**src/rtl/i2c_pkg.sv**
```systemverilog
// Shared I2C definitions: master state codes, transfer direction and arbiter FSM states.
package i2c_pkg;

  localparam logic [2:0] MstIdle       = 3'd0;
  localparam logic [2:0] MstAddressing = 3'd1;
  localparam logic [2:0] MstWaiting    = 3'd2;
  localparam logic [2:0] MstReading    = 3'd3;
  localparam logic [2:0] MstWriting    = 3'd4;
  localparam logic [2:0] MstDone       = 3'd5;

  localparam logic RwRead  = 1'b1;
  localparam logic RwWrite = 1'b0;

  typedef enum logic [1:0] {
    StIdle,
    StLaunch,
    StRun,
    StComplete
  } arb_state_e;

endpackage

```
**src/rtl/i2c_rr_pick.sv**
```systemverilog
// Round-robin selector: first active request searching upward from (last+1) mod NREQ.
module i2c_rr_pick #(
  parameter int unsigned NREQ = 4,
  parameter int unsigned IdxW = $clog2(NREQ)
) (
  input  logic [NREQ-1:0] req,
  input  logic [IdxW-1:0] last,
  output logic [NREQ-1:0] pick,
  output logic [IdxW-1:0] index
);

  logic            found;
  logic [IdxW-1:0] cand;

  always_comb begin
    pick  = '0;
    index = '0;
    found = 1'b0;
    cand  = '0;
    for (int unsigned k = 1; k <= NREQ; k++) begin
      cand = IdxW'((32'(last) + k) % NREQ);
      if (!found && req[cand]) begin
        found       = 1'b1;
        pick[cand]  = 1'b1;
        index       = cand;
      end
    end
  end

endmodule

```
**src/rtl/i2c_arbiter.sv**
```systemverilog
// Round-robin arbiter sharing one I2C master between NREQ requesters; all outputs registered.
// Define I2C_ARB_TIMEOUT_EN to add a RUN watchdog that ends a stuck transaction with err.
module i2c_arbiter
  import i2c_pkg::*;
#(
  parameter int unsigned NREQ           = 4,
  parameter int unsigned TIMEOUT_CYCLES = 1023
) (
  input  logic              clk,
  input  logic              rst,
  input  logic [NREQ-1:0]   req,
  input  logic [NREQ-1:0]   req_rw,
  input  logic [8*NREQ-1:0] req_wdata,
  output logic [NREQ-1:0]   gnt,
  output logic [NREQ-1:0]   done,
  output logic [7:0]        rdata,
  output logic              err,
  output logic              busy,
  output logic              m_rst,
  output logic              m_rw,
  output logic [7:0]        m_data_in,
  input  logic [7:0]        m_data_out,
  input  logic [2:0]        m_state
);

  localparam int unsigned IdxW = $clog2(NREQ);

  if (NREQ < 2 || NREQ > 8 || TIMEOUT_CYCLES == 0) begin : gen_param_check
    $error("i2c_arbiter: NREQ must be 2..8 and TIMEOUT_CYCLES nonzero");
  end

  arb_state_e      state_q, state_d;
  logic [NREQ-1:0] gnt_q, gnt_d;
  logic [NREQ-1:0] done_q, done_d;
  logic            busy_q, busy_d;
  logic [7:0]      rdata_q, rdata_d;
  logic            m_rst_q, m_rst_d;
  logic            m_rw_q, m_rw_d;
  logic [7:0]      m_data_q, m_data_d;
  logic [IdxW-1:0] last_q, last_d;
  logic [IdxW-1:0] win_q, win_d;

  logic [NREQ-1:0] pick;
  logic [IdxW-1:0] pick_idx;
  logic            pick_rw;
  logic [7:0]      pick_wdata;
  logic            txn_end;
  logic            timed_out;

`ifdef I2C_ARB_TIMEOUT_EN
  localparam int unsigned CntW = $clog2(TIMEOUT_CYCLES + 1);
  logic [CntW-1:0] cnt_q, cnt_d;
  logic            err_q, err_d;
`endif

  i2c_rr_pick #(
    .NREQ (NREQ),
    .IdxW (IdxW)
  ) u_pick (
    .req   (req),
    .last  (last_q),
    .pick  (pick),
    .index (pick_idx)
  );

  // One-hot mux of the winner's direction and write byte.
  always_comb begin
    pick_rw    = 1'b0;
    pick_wdata = '0;
    for (int i = 0; i < NREQ; i++) begin
      if (pick[i]) begin
        pick_rw    = req_rw[i];
        pick_wdata = req_wdata[8*i +: 8];
      end
    end
  end

  always_comb begin
    state_d   = state_q;
    gnt_d     = gnt_q;
    done_d    = '0;
    busy_d    = busy_q;
    rdata_d   = rdata_q;
    m_rst_d   = m_rst_q;
    m_rw_d    = m_rw_q;
    m_data_d  = m_data_q;
    last_d    = last_q;
    win_d     = win_q;
    txn_end   = 1'b0;
    timed_out = 1'b0;
`ifdef I2C_ARB_TIMEOUT_EN
    cnt_d     = cnt_q;
    err_d     = 1'b0;
`endif

    unique case (state_q)
      // COMPLETE already carries the updated last, so it can arbitrate directly.
      StIdle, StComplete: begin
        m_rst_d = 1'b1;
        state_d = StIdle;
        if (|req) begin
          state_d  = StLaunch;
          gnt_d    = pick;
          busy_d   = 1'b1;
          win_d    = pick_idx;
          m_rw_d   = pick_rw;
          m_data_d = pick_wdata;
        end
      end
      StLaunch: begin
        state_d = StRun;
        m_rst_d = 1'b0;
`ifdef I2C_ARB_TIMEOUT_EN
        cnt_d   = '0;
`endif
      end
      StRun: begin
        if (m_state == MstDone) begin
          txn_end = 1'b1;
`ifdef I2C_ARB_TIMEOUT_EN
        end else if (cnt_q == CntW'(TIMEOUT_CYCLES)) begin
          txn_end   = 1'b1;
          timed_out = 1'b1;
        end else begin
          cnt_d = cnt_q + CntW'(1);
`endif
        end
      end
      default: state_d = StIdle;
    endcase

    if (txn_end) begin
      state_d = StComplete;
      done_d  = gnt_q;
      gnt_d   = '0;
      busy_d  = 1'b0;
      m_rst_d = 1'b1;
      last_d  = win_q;
      if (!timed_out && m_rw_q == RwRead) begin
        rdata_d = m_data_out;
      end
`ifdef I2C_ARB_TIMEOUT_EN
      err_d = timed_out;
`endif
    end
  end

  always_ff @(posedge clk) begin
    if (!rst) begin
      state_q  <= StIdle;
      gnt_q    <= '0;
      done_q   <= '0;
      busy_q   <= 1'b0;
      rdata_q  <= 8'h00;
      m_rst_q  <= 1'b1;
      m_rw_q   <= 1'b1;
      m_data_q <= 8'h00;
      last_q   <= IdxW'(NREQ - 1);
      win_q    <= '0;
`ifdef I2C_ARB_TIMEOUT_EN
      cnt_q    <= '0;
      err_q    <= 1'b0;
`endif
    end else begin
      state_q  <= state_d;
      gnt_q    <= gnt_d;
      done_q   <= done_d;
      busy_q   <= busy_d;
      rdata_q  <= rdata_d;
      m_rst_q  <= m_rst_d;
      m_rw_q   <= m_rw_d;
      m_data_q <= m_data_d;
      last_q   <= last_d;
      win_q    <= win_d;
`ifdef I2C_ARB_TIMEOUT_EN
      cnt_q    <= cnt_d;
      err_q    <= err_d;
`endif
    end
  end

  assign gnt       = gnt_q;
  assign done      = done_q;
  assign busy      = busy_q;
  assign rdata     = rdata_q;
  assign m_rst     = m_rst_q;
  assign m_rw      = m_rw_q;
  assign m_data_in = m_data_q;
`ifdef I2C_ARB_TIMEOUT_EN
  assign err       = err_q;
`else
  assign err       = 1'b0;
`endif

endmodule

```
**config.mk**
```make
export PLATFORM = sky130hd
export DESIGN_NAME = i2c_arbiter
export DESIGN_NICKNAME = d
export VERILOG_FILES = /design/src/rtl/i2c_pkg.sv /design/src/rtl/i2c_rr_pick.sv /design/src/rtl/i2c_arbiter.sv
export SDC_FILE = /design/constraint.sdc
export NUM_CORES = 1
export LEC_CHECK = 0
export CORE_UTILIZATION = 44
export DETAILED_ROUTE_END_ITERATION = 16
export HOLD_SLACK_MARGIN = 0.08
export PLACE_DENSITY_LB_ADDON = 0.05
export RECOVER_POWER = 100
export SLEW_MARGIN = 20
export SYNTH_ARGS = -nofsm -noshare
export SYNTH_HDL_FRONTEND = slang
export SYNTH_HIERARCHICAL = 1
export SYNTH_SLANG_ARGS = --single-unit
```
**constraint.sdc**
```tcl
create_clock -name clk -period 3.2 [get_ports clk]
set_input_delay 0.64 -clock clk [delete_from_list [all_inputs] [get_ports clk]]
set_output_delay 0.64 -clock clk [all_outputs]
set_load 0.02 [all_outputs]
```
# After elaboration in Yosys (flattened, before gate mapping)
# Index checks and enable logic that the tools add are counted.
[word_totals]
regBits = 33
wordCells = 90
[op_classes]
add_sub_neg = 4
magnitude_cmp = 8
eq_ne = 4
muxes = 41
bitwise = 4
reduce_logical = 19
[op_table]
columns = ["operator", "n"]
rows = [
  ["two-way mux 8 bit", 4],
  ["two-way mux 1 bit", 18],
  ["two-way mux 4 bit", 4],
  ["less-than comparator 2 x 3 -> 1 bit, second input constant", 4],
  ["OR 4 bit", 3],
  ["two-way mux 2 bit", 5],
  ["binary-select mux 1 bit (select 2 bit)", 4],
  ["demux 1 bit (select 2 bit)", 4],
  [">= comparator 2 x 1 -> 1 bit, second input constant", 4],
  ["logical AND 1 bit", 7],
  ["AND reduction 2 bit", 3],
  ["adder 2 x 1 -> 2 bit, second input constant", 2],
  ["adder 2 bit, second input constant", 2],
  ["equality test 2 bit, second input constant", 2],
  ["one-hot mux 2 bit (2 select lines)", 1],
  ["OR reduction 2 bit", 2],
  ["OR reduction 4 bit", 1],
  ["equality test 3 bit, second input constant", 1],
  ["logical NOT 1 bit", 3],
  ["nonzero test 3 bit", 1],
  ["equality test 2 x 1 -> 1 bit, second input constant", 1],
  ["logical NOT 2 bit", 1],
  ["one-hot mux 1 bit (2 select lines)", 1],
  ["nonzero test 2 bit", 1],
  ["NOT 1 bit", 1],
]

# Longest topological paths before layout
[depth]
depth_word = 17
depth_mapped = 12

# Hierarchy
# Netlist, hierarchy kept.
[by_module_without_submodules]
columns = ["mod", "instances", "cells_per_inst", "area_per_inst_um2"]
rows = [
  ["i2c_arbiter", 1, 164, 1487.7],
  ["i2c_rr_pick", 1, 68, 545.5],
]

# Least setup slack after synthesis
# Ideal clock, no wire load.
[synth_timing]
path_kind = "register -> register"
startpoint = "register last_q[0]"
endpoint = "register m_data_q[7], in the netlist m_data_in[7]"
arrival_ps = 2745
required_time_ps = 3075
path_slack_ps = 330
stages_incl_launch_ff = 13
synth_period_minus_slack_ps = 2870
path_cell_list = "dfxtp_1 buf_4 inv_1 ha_1 buf_4 mux4_2 nand2_1 o21ai_0 a221o_2 or2_1 buf_1 a221oi_1 o31ai_1"
[synth_rtl]
columns = ["item", "line", "text"]
rows = [
  ["start, declared", "i2c_arbiter.sv:40", "logic [IdxW-1:0] last_q, last_d;"],
  ["start signal, assigned", "i2c_arbiter.sv:158", "last_q <= IdxW'(NREQ - 1);"],
  ["start signal, assigned", "i2c_arbiter.sv:173", "last_q <= last_d;"],
  ["parallel branches: the longest is 12 deep, another holds less-than comparator 2 x 3 -> 1 bit", "--", ""],
  ["two-way mux 4 bit (*)", "i2c_rr_pick.sv:22", "if (!found && req[cand]) begin"],
  ["via pick[3]", "i2c_arbiter.sv:43", "logic [NREQ-1:0] pick;"],
  ["two-way mux 8 bit (*)", "i2c_arbiter.sv:71", "if (pick[i]) begin"],
  ["end signal, assigned", "i2c_arbiter.sv:172", "m_data_q <= m_data_d;"],
  ["end, declared", "i2c_arbiter.sv:39", "logic [7:0] m_data_q, m_data_d;"],
]
# Mark *: on every way through the listed nets, which the timed path passes. The select of a mux whose other input is x is not followed.
# A chain may end at the register's enable or synchronous reset.

# Worst setup path after layout
[layout_timing]
startpoint = "input req[3]"
endpoint = "register m_data_q[2], in the netlist m_data_in[2]"
[layout_rtl]
columns = ["item", "line", "text"]
rows = [
  ["start, declared", "i2c_arbiter.sv:11", "input logic [NREQ-1:0] req,"],
  ["binary-select mux 1 bit (select 2 bit)", "i2c_rr_pick.sv:22", ""],
  ["two-way mux 1 bit (not written as such)", "i2c_rr_pick.sv:22", ""],
  ["two-way mux 1 bit", "i2c_rr_pick.sv:22", ""],
  ["logical NOT 1 bit", "i2c_rr_pick.sv:22", ""],
  ["logical AND 1 bit", "i2c_rr_pick.sv:22", ""],
  ["two-way mux 1 bit", "i2c_rr_pick.sv:22", ""],
  ["logical NOT 1 bit", "i2c_rr_pick.sv:22", ""],
  ["logical AND 1 bit", "i2c_rr_pick.sv:22", ""],
  ["two-way mux 1 bit", "i2c_rr_pick.sv:22", ""],
  ["logical NOT 1 bit", "i2c_rr_pick.sv:22", ""],
  ["logical AND 1 bit", "i2c_rr_pick.sv:22", ""],
  ["two-way mux 4 bit (*)", "i2c_rr_pick.sv:22", ""],
  ["via pick[3]", "i2c_arbiter.sv:43", ""],
  ["two-way mux 8 bit (*)", "i2c_arbiter.sv:71", ""],
]
# The timed path passes the listed nets; every way through them passes the cells marked *. The select of a mux whose other input is x is not followed.

==> flow_summary.json <==
{
  "synth_cells": 232,
  "globalRouteTotalUtil_pct": 22.27,
  "drc_violations_left": 0,
  "clock_tree_from_tritoncts": "done",
  "timing.critical_path.to_type": "flop",
  "io_buffers": 79,
  "final_hold_viols": 0,
  "worst_setup_path_startpoint": "req[3]",
  "relSlewSlack_pct": 53.30,
  "async_set_or_reset_register_ratio_after_synthesis_pct": 0,
  "crit_required_ps": 3360,
  "timing.hold.worst_path_depth": 2,
  "rows": 24,
  "timing_worst_slew_pin_value_ps": 700.5,
  "wire_length_of_the_first_global_routing_pass_um": 8928,
  "pwr_density_cell_mw_per_mm2": 519.7,
  "setup_viol": 0,
  "gp_routability_congestion": 0.8405,
  "clock_insertion_delay_worst_skew_ps": 270,
  "postSynthRegisterBits": 33,
  "critical-path-max-stage-delay_ps": 590,
  "maximum_number_of_pins_on_one_net_before_global_route_repair": 23,
  "layout-area-overhead-vs-synth_pct": 44.74,
  "synthMuxAreaShare_pct": 3.754,
  "clkSinkCount": 33,
  "r2r-start": "last_q[0]",
  "reg2regPathDepth": 9,
  "synth_edf_count": 0,
  "cts-resized-gates": 0,
  "globalRoute.totalOverflow": 0,
  "global_route.usage.met3_pct": 5.916,
  "yosys.area_share.simple_pct": 19.45,
  "min_period_over_period_pct": 90.62,
  "effective_utilization_at_floorplan_pct": 46.38,
  "max_freq_mhz": 344.9,
  "top_usage_layer": "met2",
  "grt_util_met1_pct": 29.13,
  "reg2reg_to": "m_data_in[2]",
  "clk_transition_reported_paths_ps": 70,
  "setup_tns_ps": 0,
  "synth-adder-area-share_pct": 6.769,
  "die-width_um": 69.98,
  "detailedRoute.firstIterationViolations": 105,
  "synth-main-ff-cell": "sky130_fd_sc_hd__dfxtp_1",
  "highest_net_fanout_along_the_worst_path": 8,
  "reg2reg_setup_slack_ps": 470,
  "num_ports": 81,
  "final_period_minus_worst_setup_slack_ps": 2900,
  "data_arrival_time_at_the_worst_slack_endpoint_ps": 3060,
  "clock_path_buffers": 2,
  "numCtsBuffers": 5,
  "cts_hold_repair.buffers": 0,
  "routed_via_density": 5.560,
  "wl_per_cell_um": 14.65,
  "postRouteWirelength_um": 5361,
  "vdd.ir_drop.worst_v": 0.0003141,
  "setup.worst_path.end": "m_data_in[2]",
  "outcome": "complete, no violations",
  "combinational_family_with_the_most_area_after_synthesis": "compound AO/OA/AOI/OAI gates",
  "antenna_diodes": 0,
  "clock-root-buffer": "sky130_fd_sc_hd__clkbuf_8",
  "power.static_leakage_nw": 1.196,
  "ant_nets": 0,
  "grt.met2_usage_pct": 36.54,
  "path_class": "in2reg",
  "start_kind": "input port",
  "drv_slew": 0,
  "hold_path_class": "reg2reg",
  "number_of_vias_in_the_routed_layout": 2035,
  "synth.yosys.seq_area_share_pct": 32.49,
  "rsz0062_at_grt": "false",
  "die_area_mm2": 0.004897,
  "drtPass1Iterations": 4,
  "dp_hpwl_um": 4005,
  "ctsHtreeMaxLevel": 2,
  "grt_antenna_before_repair": 0,
  "max_cap_violations": 0,
  "synthesis.area_per_instance_um2": 8.764,
  "yosys_warnings": 6,
  "layout-drive-gt1-share_pct": 10.51,
  "yosysUniqueCellTypes": 52,
  "grt_pass1_vias": 1930,
  "design.final.nets": 378,
  "clock_skew_ps": 5.492,
  "syn-cell-area_mm2": 0.002033,
  "finalNonFillerCells": 366,
  "fp.coreArea_mm2": 0.004384,
  "post-place-cells": 359,
  "post_cts.repair.setup_buffers": 0,
  "compound_cell_area_share_of_the_yosys_netlist_pct": 28.62,
  "crit_slowest_cell": "sky130_fd_sc_hd__mux4_2",
  "cp_cell_sequence": "clkdlybuf4s50_1 > mux4_2 > nand2_1 > o21ai_0 > a221o_2 > or2_1 > a221oi_1 > o31ai_1",
  "floorplan.die.height_um": 69.98,
  "synth_xor_xnor_area_share_pct": 0,
  "syn_nets": 296
}
## final cells by class
class | instances | area (um2)
clock buffers | 7 | 86.33
fillers | 385 | 1441
inverters | 8 | 30.03
multi-input cells | 171 | 1197
flip-flops and latches | 33 | 660.6
well taps | 52 | 65.06
repair buffers | 95 | 903.4
## cells in the mapped netlist, types with 2 or more instances
cell	n	area, um2
sky130_fd_sc_hd__o22ai_1	9	56.30
sky130_fd_sc_hd__o31ai_1	8	60.06
sky130_fd_sc_hd__o21ai_0	15	75.07
sky130_fd_sc_hd__a21oi_1	6	30.03
sky130_fd_sc_hd__nor2b_1	5	31.28
sky130_fd_sc_hd__a21boi_0	5	37.54
sky130_fd_sc_hd__inv_1	7	26.28
sky130_fd_sc_hd__nand2_1	28	105.1
sky130_fd_sc_hd__a221oi_1	9	78.83
sky130_fd_sc_hd__and3_1	5	31.28
sky130_fd_sc_hd__mux4_2	2	45.04
sky130_fd_sc_hd__buf_6	5	56.30
sky130_fd_sc_hd__nor3_1	2	10.01
sky130_fd_sc_hd__mux2i_1	2	20.02
sky130_fd_sc_hd__buf_2	2	10.01
sky130_fd_sc_hd__nand3b_1	2	15.01
sky130_fd_sc_hd__a21boi_1	5	37.54
sky130_fd_sc_hd__dfxtp_1	33	660.6
sky130_fd_sc_hd__o21ai_1	2	10.01
sky130_fd_sc_hd__ha_1	11	137.6
sky130_fd_sc_hd__buf_4	6	45.04
sky130_fd_sc_hd__clkbuf_1	4	15.01
sky130_fd_sc_hd__buf_1	2	7.510
sky130_fd_sc_hd__nand3_1	19	95.09
sky130_fd_sc_hd__a221o_2	4	45.04
sky130_fd_sc_hd__nor2_1	5	18.77
sky130_fd_sc_hd__a22oi_1	3	22.52
sky130_fd_sc_hd__o211ai_1	2	15.01
## stage by stage
step / power (mW) / utilization [%] / instance area (um2) / hold slack, ps / worst slack (ps)
2_1_floorplan: 1.006 / - / 2033 / 435.3 / 330.4
3_3_place_gp: 1.253 / 65.27 / 2861 / 444.8 / -35.10
3_5_place_dp: 1.259 / 65.27 / 2861 / 453.5 / -65.66
4_1_cts: 1.575 / 67.24 / 2948 / 462.8 / 169.5
5_1_grt: 1.629 / 67.12 / 2943 / 475.6 / 111.2
6_report: 1.530 / 67.12 / 2943 / 459.5 / 300.3
## how the worst min path moves through the flow
stage	slack, ps	end	start
after floorplan	440	win_q[0]	win_q[0]
after global placement	440	win_q[0]	win_q[0]
after detailed placement	450	win_q[1]	win_q[1]
after CTS	460	win_q[1]	win_q[1]
after global routing	480	win_q[1]	win_q[1]
final	460	gnt[2]	gnt[2]
## where the power goes
| part | internal (mW) | switching, mW |
|---|---|---|
| sequential | 0.489 | 0.0549 |
| clock | 0.171 | 0.142 |
| combinational | 0.298 | 0.375 |
| total | 0.958 | 0.572 |
## cells in the final DEF (no fill, tap or decap), drive strengths merged, types with 6 or more instances in the layout
cell type and n:
a21boi 10, ha 11, nand2 29, buf 13, clkbuf 10, o31ai 8, dfxtp 33, clkdlybuf4s50 51
nand3 19, a21oi 6, dlygate4sd3 28, a221oi 10, o22ai 9, inv 7, o21ai 17
## state kept, by name, summed over array words and instances (netlist names), 2 cells and up
signal and flops:
rdata 8, m_data_in 8, done 4, win_q 2, gnt 4, state_q 2
last_q 2
## critical path: cells and delay by family
kind,cells,cell delay [ps]
and+or+nand+nor,2,450
muxes,1,590
AOI/OAI and AO/OA,4,840
buffers and inverters,1,530
## metal layers
metal / up-vias / part of all wire (%)
li1: 1027 / -
met1: 919 / 46
met2: 79 / 46
met3: 10 / 6.8
met4: 0 / 1.5
met5: - / 0
## kinds of logic (layout without fill, tap and decap cells)
family                   Yosys count  after routing
AO/OA/AOI/OAI                     77             77
adder cells (fa/ha/maj)           11             11
buffers and inverters             28            110
flip-flops                        33             33
multiplexers                       5              5
other                              1              1
AND/OR/NAND/NOR                   77             77
No activity file was read; power rests on OpenSTA's default activity.
